### config.mk
export PLATFORM = sky130hd
export DESIGN_NAME = palette_share_scheduler
export DESIGN_NICKNAME = d
export VERILOG_FILES = /design/src/rtl/fn_video_pkg.sv /design/src/rtl/lowest_set_bit.sv /design/src/rtl/palette_share_scheduler.sv
export SDC_FILE = /design/constraint.sdc
export NUM_CORES = 1
export LEC_CHECK = 0
export ABC_AREA = 0
export BUFFER_PORTS_ARGS = -buffer_cell sky130_fd_sc_hd__buf_2
export CORE_ASPECT_RATIO = 1.25
export CORE_UTILIZATION = 52
export DETAILED_ROUTE_END_ITERATION = 10
export GPL_ROUTABILITY_DRIVEN = 0
export PLACE_DENSITY = 0.8
export SLEW_MARGIN = 20
export SYNTH_ARGS = -nofsm -noshare
export SYNTH_HDL_FRONTEND = slang
export SYNTH_SLANG_ARGS = --single-unit
### constraint.sdc
create_clock -name Clk -period 2.4 [get_ports Clk]
set_clock_uncertainty 0.1 [all_clocks]
set_input_delay 0.12 -clock Clk [delete_from_list [all_inputs] [get_ports Clk]]
set_output_delay 0.12 -clock Clk [all_outputs]
set_load 0.005 [all_outputs]
### src/rtl/fn_video_pkg.sv
// Shared video types for the sprite compositing path: colour, palette index and
// scheduler state encodings.
package fn_video_pkg;

    typedef logic [11:0] rgb12_t;
    typedef logic [7:0]  pal_idx_t;

    localparam rgb12_t KEY_RGB_DEFAULT = 12'hFBB;

    typedef enum logic {
        IDLE = 1'b0,
        SCAN = 1'b1
    } sched_state_t;

endpackage

### src/rtl/lowest_set_bit.sv
// Combinational priority encoder: position of the lowest set bit of a W-bit mask,
// plus a flag telling whether any bit is set.
module lowest_set_bit #(
    parameter int W  = 4,
    parameter int IW = (W > 1) ? $clog2(W) : 1
) (
    input  logic [W-1:0]  mask,
    output logic [IW-1:0] index,
    output logic          any
);

    // NOTE: index gets a default before the loop so every path assigns it; without it a latch is inferred.
    always_comb begin
        index = '0;
        for (int i = W - 1; i >= 0; i--) begin
            if (mask[i]) index = IW'(i);
        end
    end

    assign any = |mask;

endmodule

### src/rtl/palette_share_scheduler.sv
// Shares one combinational sprite palette among N_LAYERS requesters per pixel:
// scans valid layers in priority order, the first non-key colour wins, else background.
module palette_share_scheduler
    import fn_video_pkg::*;
#(
    parameter int     N_LAYERS = 4,
    parameter rgb12_t KEY_RGB  = KEY_RGB_DEFAULT
) (
    input  logic                  Clk,
    input  logic                  Reset_n,
    input  logic                  pix_start,
    input  logic [N_LAYERS-1:0]   layer_valid,
    input  logic [N_LAYERS*8-1:0] layer_index,
    input  rgb12_t                bg_rgb,
    output pal_idx_t              pal_index,
    input  rgb12_t                pal_rgb,
    output rgb12_t                rgb_out,
    output logic                  rgb_valid,
    output logic                  busy,
    output logic                  overrun,
    input  logic                  clr_overrun
);

    localparam int KW = (N_LAYERS > 1) ? $clog2(N_LAYERS) : 1;

    sched_state_t          state, state_nxt;
    logic [N_LAYERS-1:0]   pending_q;
    pal_idx_t              idx_q [N_LAYERS];
    rgb12_t                bg_q;
    pal_idx_t              pal_index_q;

    logic [KW-1:0]         k;
    logic                  any_pending;
    pal_idx_t              scan_idx;

    logic                  load, emit, drop_bit, set_ovr;
    rgb12_t                result;

    lowest_set_bit #(.W(N_LAYERS), .IW(KW)) u_lsb (
        .mask  (pending_q),
        .index (k),
        .any   (any_pending)
    );

    assign scan_idx  = idx_q[k];
    // Palette address follows the scan combinationally; outside a scan it parks on the last address used.
    assign pal_index = (state == SCAN && any_pending) ? scan_idx : pal_index_q;
    assign busy      = (state == SCAN);

    // NOTE: state flops use non-blocking assignments so every flop samples pre-edge values.
    always_ff @(posedge Clk or negedge Reset_n) begin
        if (!Reset_n) state <= IDLE;
        else          state <= state_nxt;
    end

    always_comb begin
        state_nxt = state;
        load      = 1'b0;
        emit      = 1'b0;
        drop_bit  = 1'b0;
        set_ovr   = 1'b0;
        result    = bg_q;
        case (state)
            IDLE: begin
                if (pix_start) begin
                    load      = 1'b1;
                    state_nxt = SCAN;
                end
            end
            SCAN: begin
                emit   = !any_pending || (pal_rgb != KEY_RGB);
                result = any_pending ? pal_rgb : bg_q;
                if (pix_start) begin
                    // A new pixel always wins; the old one is only lost if it had not decided yet.
                    load    = 1'b1;
                    set_ovr = !emit;
                end else if (emit) begin
                    state_nxt = IDLE;
                end else begin
                    drop_bit = 1'b1;
                end
            end
            default: state_nxt = IDLE;
        endcase
    end

    // NOTE: the small index array is reset too, so a scan after reset never reads stale indices.
    always_ff @(posedge Clk or negedge Reset_n) begin
        if (!Reset_n) begin
            pending_q   <= '0;
            bg_q        <= '0;
            pal_index_q <= '0;
            rgb_out     <= '0;
            rgb_valid   <= 1'b0;
            overrun     <= 1'b0;
            for (int i = 0; i < N_LAYERS; i++) idx_q[i] <= '0;
        end else begin
            rgb_valid <= emit;
            if (emit) rgb_out <= result;
            if (state == SCAN && any_pending) pal_index_q <= scan_idx;

            if (load) begin
                pending_q <= layer_valid;
                bg_q      <= bg_rgb;
                for (int i = 0; i < N_LAYERS; i++) idx_q[i] <= layer_index[8*i +: 8];
            end else if (drop_bit) begin
                pending_q[k] <= 1'b0;
            end

            if (set_ovr)          overrun <= 1'b1;
            else if (clr_overrun) overrun <= 1'b0;
        end
    end

endmodule
==> results of run 1 <==
-- power breakdown --
part / leakage (nW) / internal, mW / switching [mW]
combinational: 1.08 / 0.332 / 0.239
sequential: 0.831 / 1.34 / 0.0833
clock: 0.101 / 0.490 / 0.476
total: 2.01 / 2.16 / 0.798
-- logic make-up after synthesis --
kind of cell           Yosys count  share of synthesized area (%)
AND/OR/NAND/NOR                 38                           6.85
buffers and inverters           18                           2.72
flip-flops                      71                           55.9
AO/OA/AOI/OAI                   41                           8.39
multiplexers                    71                           26.1
-- cell usage after synthesis (2+ instances only) --
master    number  share of area, %
buf_1          6              0.71
mux2_4         9               4.3
o21ai_0        9               1.4
nand2_1        9               1.1
mux2i_1        3              0.95
o41a_1         2              0.71
a31oi_1        8               1.6
dfrtp_1       71                56
clkbuf_1       7              0.83
mux2_2        59                21
a21o_1         9               2.1
nor4_1         2              0.39
inv_1          2              0.24
nor3_1         3              0.47
nand3b_1       8               1.9
buf_6          2              0.71
nor2_1        10               1.2
nand4_1        2              0.39
a21oi_1       11               1.7
-- placed cells by master (no fill, tap or decap), drive strengths merged --
cell         count
a21o             9
dlygate4sd3     49
clkinv           2
clkinvlp         1
buf             95
nor3             3
mux2            68
dfrtp           71
o21ai            9
nand4            2
bufinv           1
nand2            9
o41ai            1
nor4             2
o41a             2
a31oi            8
a32o             1
nand4bb          1
nor2b            1
inv              5
or2              1
nand3b           8
nor2            10
clkbuf           9
a21oi           11
mux2i            3
nand2b           1
-- routing by layer --
metal / part of all wire, % / global-route usage [%] / wire length [µm] / vias to the layer above
met2: 51 / 46.1 / 3860 / 92
li1: - / - / - / 1140
met4: 2.2 / 11.9 / 167 / 0
met5: 0 / 0 / 0 / -
met3: 4.9 / 5.41 / 367 / 16
met1: 42 / 27.9 / 3150 / 1197
-- state kept, by name, summed over array words and instances (netlist names) --
register,flops
bg_q,12
busy,1
idx_q,32
overrun,1
pal_index_q,8
pending_q,4
rgb_out,12
rgb_valid,1
-- final timing paths --
check / slack (ns) / depth (start not counted) / startpoint / end
max: 0.12 / 6 / pending_q[3] / pal_index[5]
min: 0.02 / 3 / layer_valid[3] / pending_q[3]
min reg2reg: 0.40 / 1 / overrun / overrun
max reg2reg: 0.29 / 3 / pending_q[1] / rgb_out[2]
min in group asynchronous: 0.40 / 3 / Reset_n / idx_q[26]
max in group asynchronous: 1.22 / 3 / Reset_n / rgb_out[5]
-- what timing repair did --
item | CTS | global route
setup endpoints to repair | 0 | 1
endpoints found under the hold margin | 119 | 0
gates resized for setup | 0 | 1
hold buffers | 49 | 0
-- cell type report --
class | instances | area share [%]
tap | 82 | 2.31
inverter | 2 | 0.169
sequential | 71 | 40.1
timing repair buffer | 144 | 22.9
clock inverter | 7 | 1.75
multi-input combinational | 150 | 30.0
clock buffer | 9 | 2.79
-- tightest hold or removal path, cell delays in order --
cell,delay (ns)
buf_2,0.10
mux2i_1,0.13
a21oi_1,0.07
==> results_tabular.tex, run 1 <==
\begin{tabular}{lr}
\hline
Metric & Value \\
\hline
\multicolumn{2}{l}{\textbf{Global routing}} \\
Pin count of the biggest net entering global routing & 72 \\
Total routing resource utilization after global routing & about a quarter \\
Number of global-route vias before repair & 2,522 \\
First-pass GRT wire length & 11,900 µm \\
Number of antenna violations at the first check in global routing & 0 \\
Congestion Overflow GR & 0 \\
\multicolumn{2}{l}{\textbf{CTS}} \\
Clock slew seen by the registers of the worst setup and hold paths & 0.08 ns \\
Buffer cell driving the clock tree root & clkbuf\_8 \\
Num CTS Buffers & 9 \\
Source-to-sink clock delay at the later pin of the worst-skew pair & 0.35 ns \\
\# Post-CTS Setup Buffers & 0 \\
Htree depth & 3 \\
CTS tree & yes \\
Sinks on Clock Net & 71 \\
Maximum clock path buffer count & 2 \\
\multicolumn{2}{l}{\textbf{Placed design}} \\
Number of buffers inserted by port buffering & 86 \\
Pre-CTS WS & roughly 0.3 ns \\
Placed Instance Area & around 3700 µm² \\
Post-DP HPWL & 4830 µm \\
Cells after DPL & 400 \\
\multicolumn{2}{l}{\textbf{STA}} \\
Crit path time final & 2.28 ns \\
Final clock period utilization by the worst path & 94.9\% \\
Tightest hold margin & 0.0168 ns \\
Number of setup violations in the final report & 0 \\
RSZ-0062 raised after global routing & no \\
Maximum clock frequency & 0.439 GHz \\
Number of hold violations in the final report & 0 \\
Worst relative slew slack & 41.2\% \\
Total Neg Setup Slack & 0 ns \\
Worst Max-Slew Pin Slew & 0.881 ns \\
Final setup slack of the worst path & approximately 0.12 ns \\
Count of pins over their slew limit & 0 \\
\multicolumn{2}{l}{\textbf{Detailed routing}} \\
Total DRC errors in the routed layout & 0 \\
Routed wire length & 7550 µm \\
Routed length per placed instance & 16.2 µm \\
Number of detailed-route iterations in the first pass & 4 \\
Number of violations reported at the end of detailed-routing iteration 0 & between 150 and 200 \\
Via count & 2,445 \\
Post-DRT Antenna Nets & 0 \\
Vias per Instance & 5.26 \\
\multicolumn{2}{l}{\textbf{Pwr}} \\
Leak pwr & 2.01 nW \\
Peak supply drop & 0.000373 V \\
P per Cell Area & 668 nW/µm² \\
Overall power & 2.96 mW \\
\multicolumn{2}{l}{\textbf{Die}} \\
Number of I/O pins & 87 \\
Die Width & 71.9 µm \\
Number of placement rows & 31 \\
DIE AREA & 6430 µm² \\
Die boundary height & 89.4 µm \\
Starting density of the core & 54.2\% \\
Floorplan core area & around 6000 µm² \\
\multicolumn{2}{l}{\textbf{Logic synthesis}} \\
Unique masters post-synth & 26 \\
Synthesis warning total & 0 \\
Ys flop type & dfrtp\_1 \\
Area of the mapped netlist & 3180 µm² \\
Sequential-to-total area share from yosys stat & 55.9\% \\
Net count after synthesis & 303 \\
Proportion of register bits with asynchronous set or reset after synthesis & 100\% \\
Flops \& latches, synth & 71 \\
Post-Synthesis Mean Instance Area & 13.3 µm² \\
Cells after Synth & $\sim$240 \\
Number of enable flip-flop cells after synthesis & 0 \\
\multicolumn{2}{l}{\textbf{Worst setup path}} \\
Worst path max stage delay & 0.44 ns \\
Worst path required time & 2.18 ns \\
Critical Path AT & 2.06 ns \\
Largest driver fanout on the critical path & 20 \\
Sort of element at the end of the critical path & output pin \\
Slowest-stage cell, CP & o41ai\_4 \\
CP delay by family, top & compound AO/OA/AOI/OAI gates \\
Crit path launch type & register \\
Total buffers and inverters traversed by the critical path & 3 \\
Cells traversed along the worst timing path & buf\_4 > o41ai\_4 > buf\_12 > a21oi\_1 > a31oi\_1 > buf\_2 \\
WS Path Type & reg -> out \\
\multicolumn{2}{l}{\textbf{Cells and area}} \\
Fraction of the core area covered by cells at the end of the flow & between 70 and 80\% \\
Number of antenna repair diodes & 0 \\
Sequential Area & 1780 µm² \\
Net count, final & 442 \\
Finished layout cell area & 4430 µm² \\
Area of the multi-input gates & 1330 µm² \\
Layout fillers & 371 \\
Fraction of final layout cells with drive strength greater than 1 & 47.8\% \\
Synthesis-to-finish area growth & 39.5\% \\
Count of placed standard cells in the final layout, fillers left out & around 470 \\
\multicolumn{2}{l}{\textbf{Status}} \\
Run status & completed \\
\multicolumn{2}{l}{\textbf{Hold path}} \\
Kind of path behind the tightest hold check & in -> reg \\
\multicolumn{2}{l}{\textbf{Flow run}} \\
Number of violations of the max-capacitance limit & 0 \\
\hline
\end{tabular}
Note: power is estimated with default switching activity, not from simulation.
==> run 2: changes to the inputs <==
--- a/config.mk
+++ b/config.mk
@@ -12,6 +12,7 @@
 export DETAILED_ROUTE_END_ITERATION = 10
 export GPL_ROUTABILITY_DRIVEN = 0
 export PLACE_DENSITY = 0.8
+export RECOVER_POWER = 25
 export SLEW_MARGIN = 20
 export SYNTH_ARGS = -nofsm -noshare
 export SYNTH_HDL_FRONTEND = slang
==> run 2 against run 1 <==
Net effect:
- critical path depth unchanged
- combinational power about the same
- routed wire length down 0.11%
- via count about the same
- sequential power about the same
- maximum frequency down 0.52%
- count of clock-buffer cells in the layout unchanged
- die area unchanged
- sequential share of layout area about the same
- global-route usage unchanged
- non-clock buffer count unchanged
- hold slack worse by 0.00062 ns
- critical path type unchanged
- largest power group unchanged
==> results_tabular.tex, run 2 (synthesis gave the netlist of run 1 again) <==
\begin{tabular}{lr}
\hline
Metric & Value \\
\hline
\multicolumn{2}{l}{\textbf{Detailed routing}} \\
Total DRC errors in the routed layout & 0 \\
Via count & 2,446 \\
Post-DRT Antenna Nets & 0 \\
Routed wire length & 7540 µm \\
Routed length per placed instance & 16.2 µm \\
Number of detailed-route iterations in the first pass & 4 \\
Vias per Instance & 5.26 \\
Number of violations reported at the end of detailed-routing iteration 0 & 166 \\
\multicolumn{2}{l}{\textbf{Hold path}} \\
Kind of path behind the tightest hold check & in -> reg \\
Hold Startpoint & layer\_valid[3] \\
\multicolumn{2}{l}{\textbf{Placed design}} \\
Post-DP HPWL & 4830 µm \\
Number of buffers inserted by port buffering & 86 \\
Pre-CTS WS & 0.294 ns \\
\multicolumn{2}{l}{\textbf{Pwr}} \\
Peak supply drop & 0.000373 V \\
Share of total power in sequential cells & about half \\
Power spent charging and discharging nets & 0.796 mW \\
Clock power frac & 32.6\% \\
Fraction of power spent switching nets & a little over a quarter \\
P per Cell Area & 667 nW/µm² \\
Leak pwr & 2.00 nW \\
Pint & approximately 2.2 mW \\
Gate power share & 19.3\% \\
\multicolumn{2}{l}{\textbf{Global routing}} \\
GRT met2 Usage & 46.1\% \\
Pin count of the biggest net entering global routing & 72 \\
Global Route met1 Usage & $\sim$28\% \\
GR met3 Demand/Resource & 5.41\% \\
Number of antenna violations at the first check in global routing & 0 \\
First-pass GRT wire length & between 10,000 and 15,000 µm \\
Busiest layer in global routing & met2 \\
Number of global-route vias before repair & 2,522 \\
Total routing resource utilization after global routing & 25.2\% \\
Congestion Overflow GR & 0 \\
\multicolumn{2}{l}{\textbf{Worst setup path}} \\
Worst setup path startpoint & pending\_q[3] \\
Largest driver fanout on the critical path & 20 \\
Crit path launch type & register \\
Origin of the critical flop-to-flop path & pending\_q[1] \\
Worst path max stage delay & roughly 0.43 ns \\
Critical Path AT & 2.07 ns \\
WS Path Type & reg -> out \\
CP delay by family, top & compound AO/OA/AOI/OAI gates \\
Cells traversed along the worst timing path & buf\_4 > o41ai\_4 > buf\_12 > a21oi\_1 > a31oi\_1 > buf\_2 \\
Sort of element at the end of the critical path & output pin \\
Worst path required time & 2.18 ns \\
Total buffers and inverters traversed by the critical path & 3 \\
Slowest-stage cell, CP & o41ai\_4 \\
\multicolumn{2}{l}{\textbf{Cells and area}} \\
Net count, final & 442 \\
Synthesis-to-finish area growth & 39.4\% \\
Fraction of the core area covered by cells at the end of the flow & 75.6\% \\
Commonest cells after routing, fill and taps aside & buf\_2 (82), dfrtp\_1 (71), mux2\_2 (59) \\
Layout fillers & between 300 and 400 \\
Largest registers ranked by flip-flop count & idx\_q x32, bg\_q x12, rgb\_out x12 \\
Fraction of final layout cells with drive strength greater than 1 & 47.0\% \\
Number of flip-flops in the largest register & 32 \\
Sequential Area & 1780 µm² \\
Area of the multi-input gates & approximately 1300 µm² \\
Most flops, register & idx\_q \\
Leading cell type in the layout, fill and taps excluded & buf\_2 \\
Number of antenna repair diodes & 0 \\
\multicolumn{2}{l}{\textbf{STA}} \\
Final setup slack of the worst path & 0.110 ns \\
RSZ-0062 raised after global routing & no \\
Number of setup violations in the final report & 0 \\
Count of pins over their slew limit & 0 \\
Worst Max-Slew Pin Slew & 0.881 ns \\
Number of hold violations in the final report & 0 \\
Crit path time final & 2.29 ns \\
Final clock period utilization by the worst path & 95.4\% \\
Tightest hold margin & between 0.015 and 0.02 ns \\
Worst relative slew slack & 41.3\% \\
Maximum clock frequency & 0.437 GHz \\
Total Neg Setup Slack & 0 ns \\
\multicolumn{2}{l}{\textbf{Die}} \\
Number of placement rows & 31 \\
DIE AREA & 6430 µm² \\
Floorplan core area & around 5900 µm² \\
Die Width & 71.9 µm \\
Number of I/O pins & 87 \\
Starting density of the core & 54.2\% \\
Die boundary height & 89.4 µm \\
\multicolumn{2}{l}{\textbf{CTS}} \\
Htree depth & 3 \\
Source-to-sink clock delay at the later pin of the worst-skew pair & 0.35 ns \\
Maximum clock path buffer count & 2 \\
Num CTS Buffers & 9 \\
Sinks on Clock Net & 71 \\
CTS tree & yes \\
Buffer cell driving the clock tree root & clkbuf\_8 \\
Clock slew seen by the registers of the worst setup and hold paths & 0.08 ns \\
\multicolumn{2}{l}{\textbf{Status}} \\
Run status & completed \\
\multicolumn{2}{l}{\textbf{Flow run}} \\
Number of violations of the max-capacitance limit & 0 \\
\hline
\end{tabular}
==> run 2: area by class of cell <==
class	instances	share of cell area, %
inverter	2	0.169
multi-input combinational	150	30.1
clock inverter	7	1.75
sequential	71	40.1
clock buffer	9	2.80
timing repair buffer	144	22.8
tap	82	2.32
==> run 2: per-layer routing <==
| metal | vias to the layer above | share of wire (%) |
|---|---|---|
| li1 | 1137 | - |
| met1 | 1197 | 41 |
| met2 | 97 | 51 |
| met3 | 15 | 5.5 |
| met4 | 0 | 2.1 |
| met5 | - | 0 |
==> run 2: timing repair <==
action	CTS	global route
hold buffers	49	0
hold endpoints to repair	119	0
endpoints found under the setup margin	0	1
buffers inserted	0	0
resized for setup	0	1
==> run 2: stage by stage <==
step | cells | instance area [µm²] | power [mW]
finish | 465 | 4430 | 2.96
global route | 465 | 4430 | 3.08
CTS | 465 | 4430 | 2.97
detailed placement | 400 | 3730 | 1.95
global placement | 400 | 3730 | 1.93
floorplan | 239 | 3180 | 1.71
==> run 2: final timing paths <==
kind,depth (start not counted),end,slack [ns]
max,6,pal_index[5],0.11
min,3,pending_q[3],0.02
max reg2reg,3,rgb_out[2],0.29
min reg2reg,1,overrun,0.40
max in group asynchronous,3,rgb_out[5],1.22
min in group asynchronous,3,idx_q[26],0.39
==> run 2: power by group through the flow <==
stage,logic (mW),clock network [mW],registers [mW]
3_5_place_dp,0.508,0,1.44
3_3_place_gp,0.489,0,1.44
6_report,0.570,0.965,1.42
2_1_floorplan,0.295,0,1.42
5_1_grt,0.619,1.02,1.44
4_1_cts,0.568,0.980,1.42
==> run 2: tightest hold or removal path, cell delays in order <==
cell	delay [ns]
buf_2	0.10
mux2i_1	0.13
a21oi_1	0.07
==> run 3: changes to the inputs <==
--- a/config.mk
+++ b/config.mk
@@ -5,13 +5,14 @@
 export SDC_FILE = /design/constraint.sdc
 export NUM_CORES = 1
 export LEC_CHECK = 0
-export ABC_AREA = 0
+export ABC_AREA = 1
 export BUFFER_PORTS_ARGS = -buffer_cell sky130_fd_sc_hd__buf_2
 export CORE_ASPECT_RATIO = 1.25
-export CORE_UTILIZATION = 52
+export CORE_MARGIN = 10
+export CORE_UTILIZATION = 53
 export DETAILED_ROUTE_END_ITERATION = 10
 export GPL_ROUTABILITY_DRIVEN = 0
-export PLACE_DENSITY = 0.8
+export PLACE_DENSITY = 0.81
 export RECOVER_POWER = 25
 export SLEW_MARGIN = 20
 export SYNTH_ARGS = -nofsm -noshare
==> run 3 against run 2 <==
Net effect:
- routed wire length up 18%
- count of clock-buffer cells in the layout up 4
- sequential cell count unchanged
- largest cell class unchanged
- via count up 32%
- first-iteration DRC count up 120%
- global-route usage down 6.7 points
- register-to-register slack better by 0.24 ns
- hold slack better by 0.0090 ns
- the run now ends with capacitance limit, slew limit left
- clock power down 6.8%
==> results_tabular.tex, run 3 <==
\begin{tabular}{lr}
\hline
Metric & Value \\
\hline
\multicolumn{2}{l}{\textbf{Status}} \\
Run status & finished with violations \\
Failing checks & capacitance limit, slew limit \\
\multicolumn{2}{l}{\textbf{Logic synthesis}} \\
Synth Area in XOR/XNOR & 0\% \\
Cells after Synth & around 430 \\
Compound-gate portion of the synthesized area & 4.62\% \\
Synthesis warning total & 0 \\
Unique masters post-synth & 22 \\
Area of the mapped netlist & roughly 3300 µm² \\
Net count after synthesis & 496 \\
Main combinational cell family by area after synthesis & simple AND/OR/NAND/NOR gates \\
Proportion of register bits with asynchronous set or reset after synthesis & 100\% \\
Cell types with the highest counts after synthesis & nand2\_1 (189), dfrtp\_1 (71), nand3\_1 (56) \\
Leading post-synthesis cells by cell area & dfrtp\_1 (53\%), nand2\_1 (21\%), nand3\_1 (8.4\%) \\
Number of enable flip-flop cells after synthesis & 0 \\
Ys flop type & dfrtp\_1 \\
Mux contribution to synthesized area & 0\% \\
Post-Synthesis Mean Instance Area & 7.72 µm² \\
Top-count cell post-synth & nand2\_1 \\
Flops \& latches, synth & 71 \\
Sequential-to-total area share from yosys stat & 53.3\% \\
Adder-cell area share of the yosys netlist & 0\% \\
Library cell occupying the most area in the post-synthesis netlist & dfrtp\_1 \\
Share of the synthesized area in the top cell type & 53.3\% \\
Basic-gate share of the synthesized area counting and, or, nand and nor cells & 35.3\% \\
\multicolumn{2}{l}{\textbf{Pwr}} \\
Leak pwr & 2.38 nW \\
Peak supply drop & 0.000415 V \\
P per Cell Area & 638 nW/µm² \\
Overall power & 2.84 mW \\
\multicolumn{2}{l}{\textbf{Die}} \\
Die boundary height & about 110 µm \\
Starting density of the core & about 54\% \\
Number of I/O pins & 87 \\
Number of placement rows & 32 \\
Floorplan core area & 6130 µm² \\
Die Width & 90.9 µm \\
DIE AREA & 9880 µm² \\
\multicolumn{2}{l}{\textbf{Worst setup path}} \\
Largest driver fanout on the critical path & 19 \\
Top cell by count, worst path & nor2\_1 \\
CP delay by family, top & flip-flops \\
Total buffers and inverters traversed by the critical path & 2 \\
Sort of element at the end of the critical path & output pin \\
WS Path Type & reg -> out \\
Slowest-stage cell, CP & dfrtp\_1 \\
Worst path max stage delay & 0.57 ns \\
Critical Path AT & 1.99 ns \\
Worst path required time & 2.18 ns \\
Crit path launch type & register \\
Cells traversed along the worst timing path & nor2\_1 > nand2\_4 > nand2\_8 > inv\_2 > nor2\_1 > a21oi\_1 > buf\_2 \\
\multicolumn{2}{l}{\textbf{STA}} \\
Total Neg Setup Slack & 0 ns \\
Crit path time final & 2.21 ns \\
Number of hold violations in the final report & 0 \\
Number of setup violations in the final report & 0 \\
Worst relative slew slack & -16.1\% \\
Maximum clock frequency & approximately 0.45 GHz \\
RSZ-0062 raised after global routing & no \\
Worst Max-Slew Pin Slew & 1.74 ns \\
Final clock period utilization by the worst path & between 90 and 100\% \\
Tightest hold margin & $\sim$0.025 ns \\
Count of pins over their slew limit & 32 \\
\multicolumn{2}{l}{\textbf{Cells and area}} \\
Net count, final & 626 \\
Fraction of final layout cells with drive strength greater than 1 & 16.6\% \\
Most flops, register & idx\_q \\
Leading cell type in the layout, fill and taps excluded & nand2\_1 \\
Area of the multi-input gates & about 1300 µm² \\
Sequential Area & 1780 µm² \\
Largest registers ranked by flip-flop count & idx\_q x32, bg\_q x12, rgb\_out x12 \\
Number of antenna repair diodes & 0 \\
Layout fillers & $\sim$500 \\
Commonest cells after routing, fill and taps aside & nand2\_1 (189), buf\_2 (72), dfrtp\_1 (71) \\
Synthesis-to-finish area growth & 33.5\% \\
Number of flip-flops in the largest register & 32 \\
\multicolumn{2}{l}{\textbf{CTS}} \\
CTS resizes & 0 \\
Maximum clock path buffer count & 2 \\
Num CTS Buffers & 9 \\
Htree depth & 3 \\
Sinks on Clock Net & 71 \\
Source-to-sink clock delay at the later pin of the worst-skew pair & 0.34 ns \\
Clock slew seen by the registers of the worst setup and hold paths & $\sim$0.06 ns \\
CTS tree & yes \\
Buffer cell driving the clock tree root & clkbuf\_8 \\
\multicolumn{2}{l}{\textbf{Detailed routing}} \\
Via count & 3,223 \\
Number of detailed-route iterations in the first pass & 4 \\
Post-DRT Antenna Nets & 0 \\
Vias per Instance & 4.96 \\
Number of violations reported at the end of detailed-routing iteration 0 & about 360 \\
Total DRC errors in the routed layout & 0 \\
Routed wire length & 8910 µm \\
Routed length per placed instance & 13.7 µm \\
\multicolumn{2}{l}{\textbf{Global routing}} \\
Total routing resource utilization after global routing & 18.5\% \\
Number of antenna violations at the first check in global routing & 0 \\
Congestion Overflow GR & 0 \\
Pin count of the biggest net entering global routing & 41 \\
First-pass GRT wire length & 15,100 µm \\
Number of global-route vias before repair & around 3,300 \\
\multicolumn{2}{l}{\textbf{Hold path}} \\
Kind of path behind the tightest hold check & in -> reg \\
\multicolumn{2}{l}{\textbf{Flow run}} \\
Number of violations of the max-capacitance limit & 1 \\
\multicolumn{2}{l}{\textbf{Placed design}} \\
Number of buffers inserted by port buffering & 86 \\
Post-DP HPWL & 6300 µm \\
\hline
\end{tabular}
run 3: cell count changes after synthesis, sizes merged, moves of 3 or more:
cell    delta
nand2    +183
mux2      -68
nand3     +56
inv       +26
nor2      +21
o21ai     +13
a21o       -9
a31oi      -8
nand3b     -8
a21oi      -3
mux2i      -3
nor3       -3
run 3: final timing paths:
path / start / end / slack [ns] / cells past startpoint
worst max-delay path: pending_q[2] / pal_index[0] / 0.19 / 7
worst min-delay path: pal_rgb[6] / rgb_out[6] / 0.03 / 5
worst max register to register: pending_q[1] / rgb_out[2] / 0.53 / 6
worst min register to register: rgb_out[3] / rgb_out[3] / 0.38 / 2
max in group asynchronous: Reset_n / bg_q[0] / 0.50 / 2
min in group asynchronous: Reset_n / idx_q[10] / 0.69 / 2
run 3: kinds of logic after synthesis:
kind of cell           count (synthesis)
buffers and inverters                 49
and+or+nand+nor                      282
DFF                                   71
AOI/OAI and AO/OA                     30
run 3: routing by layer:
layer  share of wire [%]  global-route usage [%]  vias to the layer above
met2                  49                    31.3                      108
met5                   0                       0                        -
met1                  43                    22.2                     1484
li1                    -                       -                     1611
met3                 5.4                    4.40                       20
met4                 2.6                    8.18                        0
run 3: through the flow:
stage	cells	instance area [µm²]	setup WS [ns]	utilization, %
2_1_floorplan	432	3330	1.01	-
3_3_place_gp	586	3790	0.631	61.9
3_5_place_dp	586	3790	0.566	61.9
4_1_cts	650	4470	0.200	73.0
5_1_grt	650	4450	0.0196	72.7
6_report	650	4450	0.195	72.7
run 3: where the power goes:
group / internal [mW] / switching [mW]
clock: 0.499 / 0.401
sequential: 1.33 / 0.0666
combinational: 0.233 / 0.313
total: 2.06 / 0.780
run 3: cell type report:
| type | instances | share of cell area (%) |
|---|---|---|
| Clock buffer | 13 | 3.34 |
| Clock inverter | 1 | 0.675 |
| Inverter | 29 | 2.45 |
| Multi-Input combinational cell | 312 | 29.9 |
| Sequential cell | 71 | 39.9 |
| Tap cell | 85 | 2.39 |
| Timing Repair Buffer | 139 | 21.3 |
run 3: timing repair:
| item | CTS | global route |
|---|---|---|
| buffers inserted | 0 | 0 |
| hold buffers | 50 | 0 |
| endpoints found under the hold margin | 80 | 0 |
run 3: worst register-to-register path, stage by stage, from the launching register on:
cell     delay [ns]
dfrtp_1        0.40
nor2_4         0.37
nand2_4        0.23
nand4_1        0.15
nand2_1        0.27
nand2_1        0.17
nand2_1        0.07
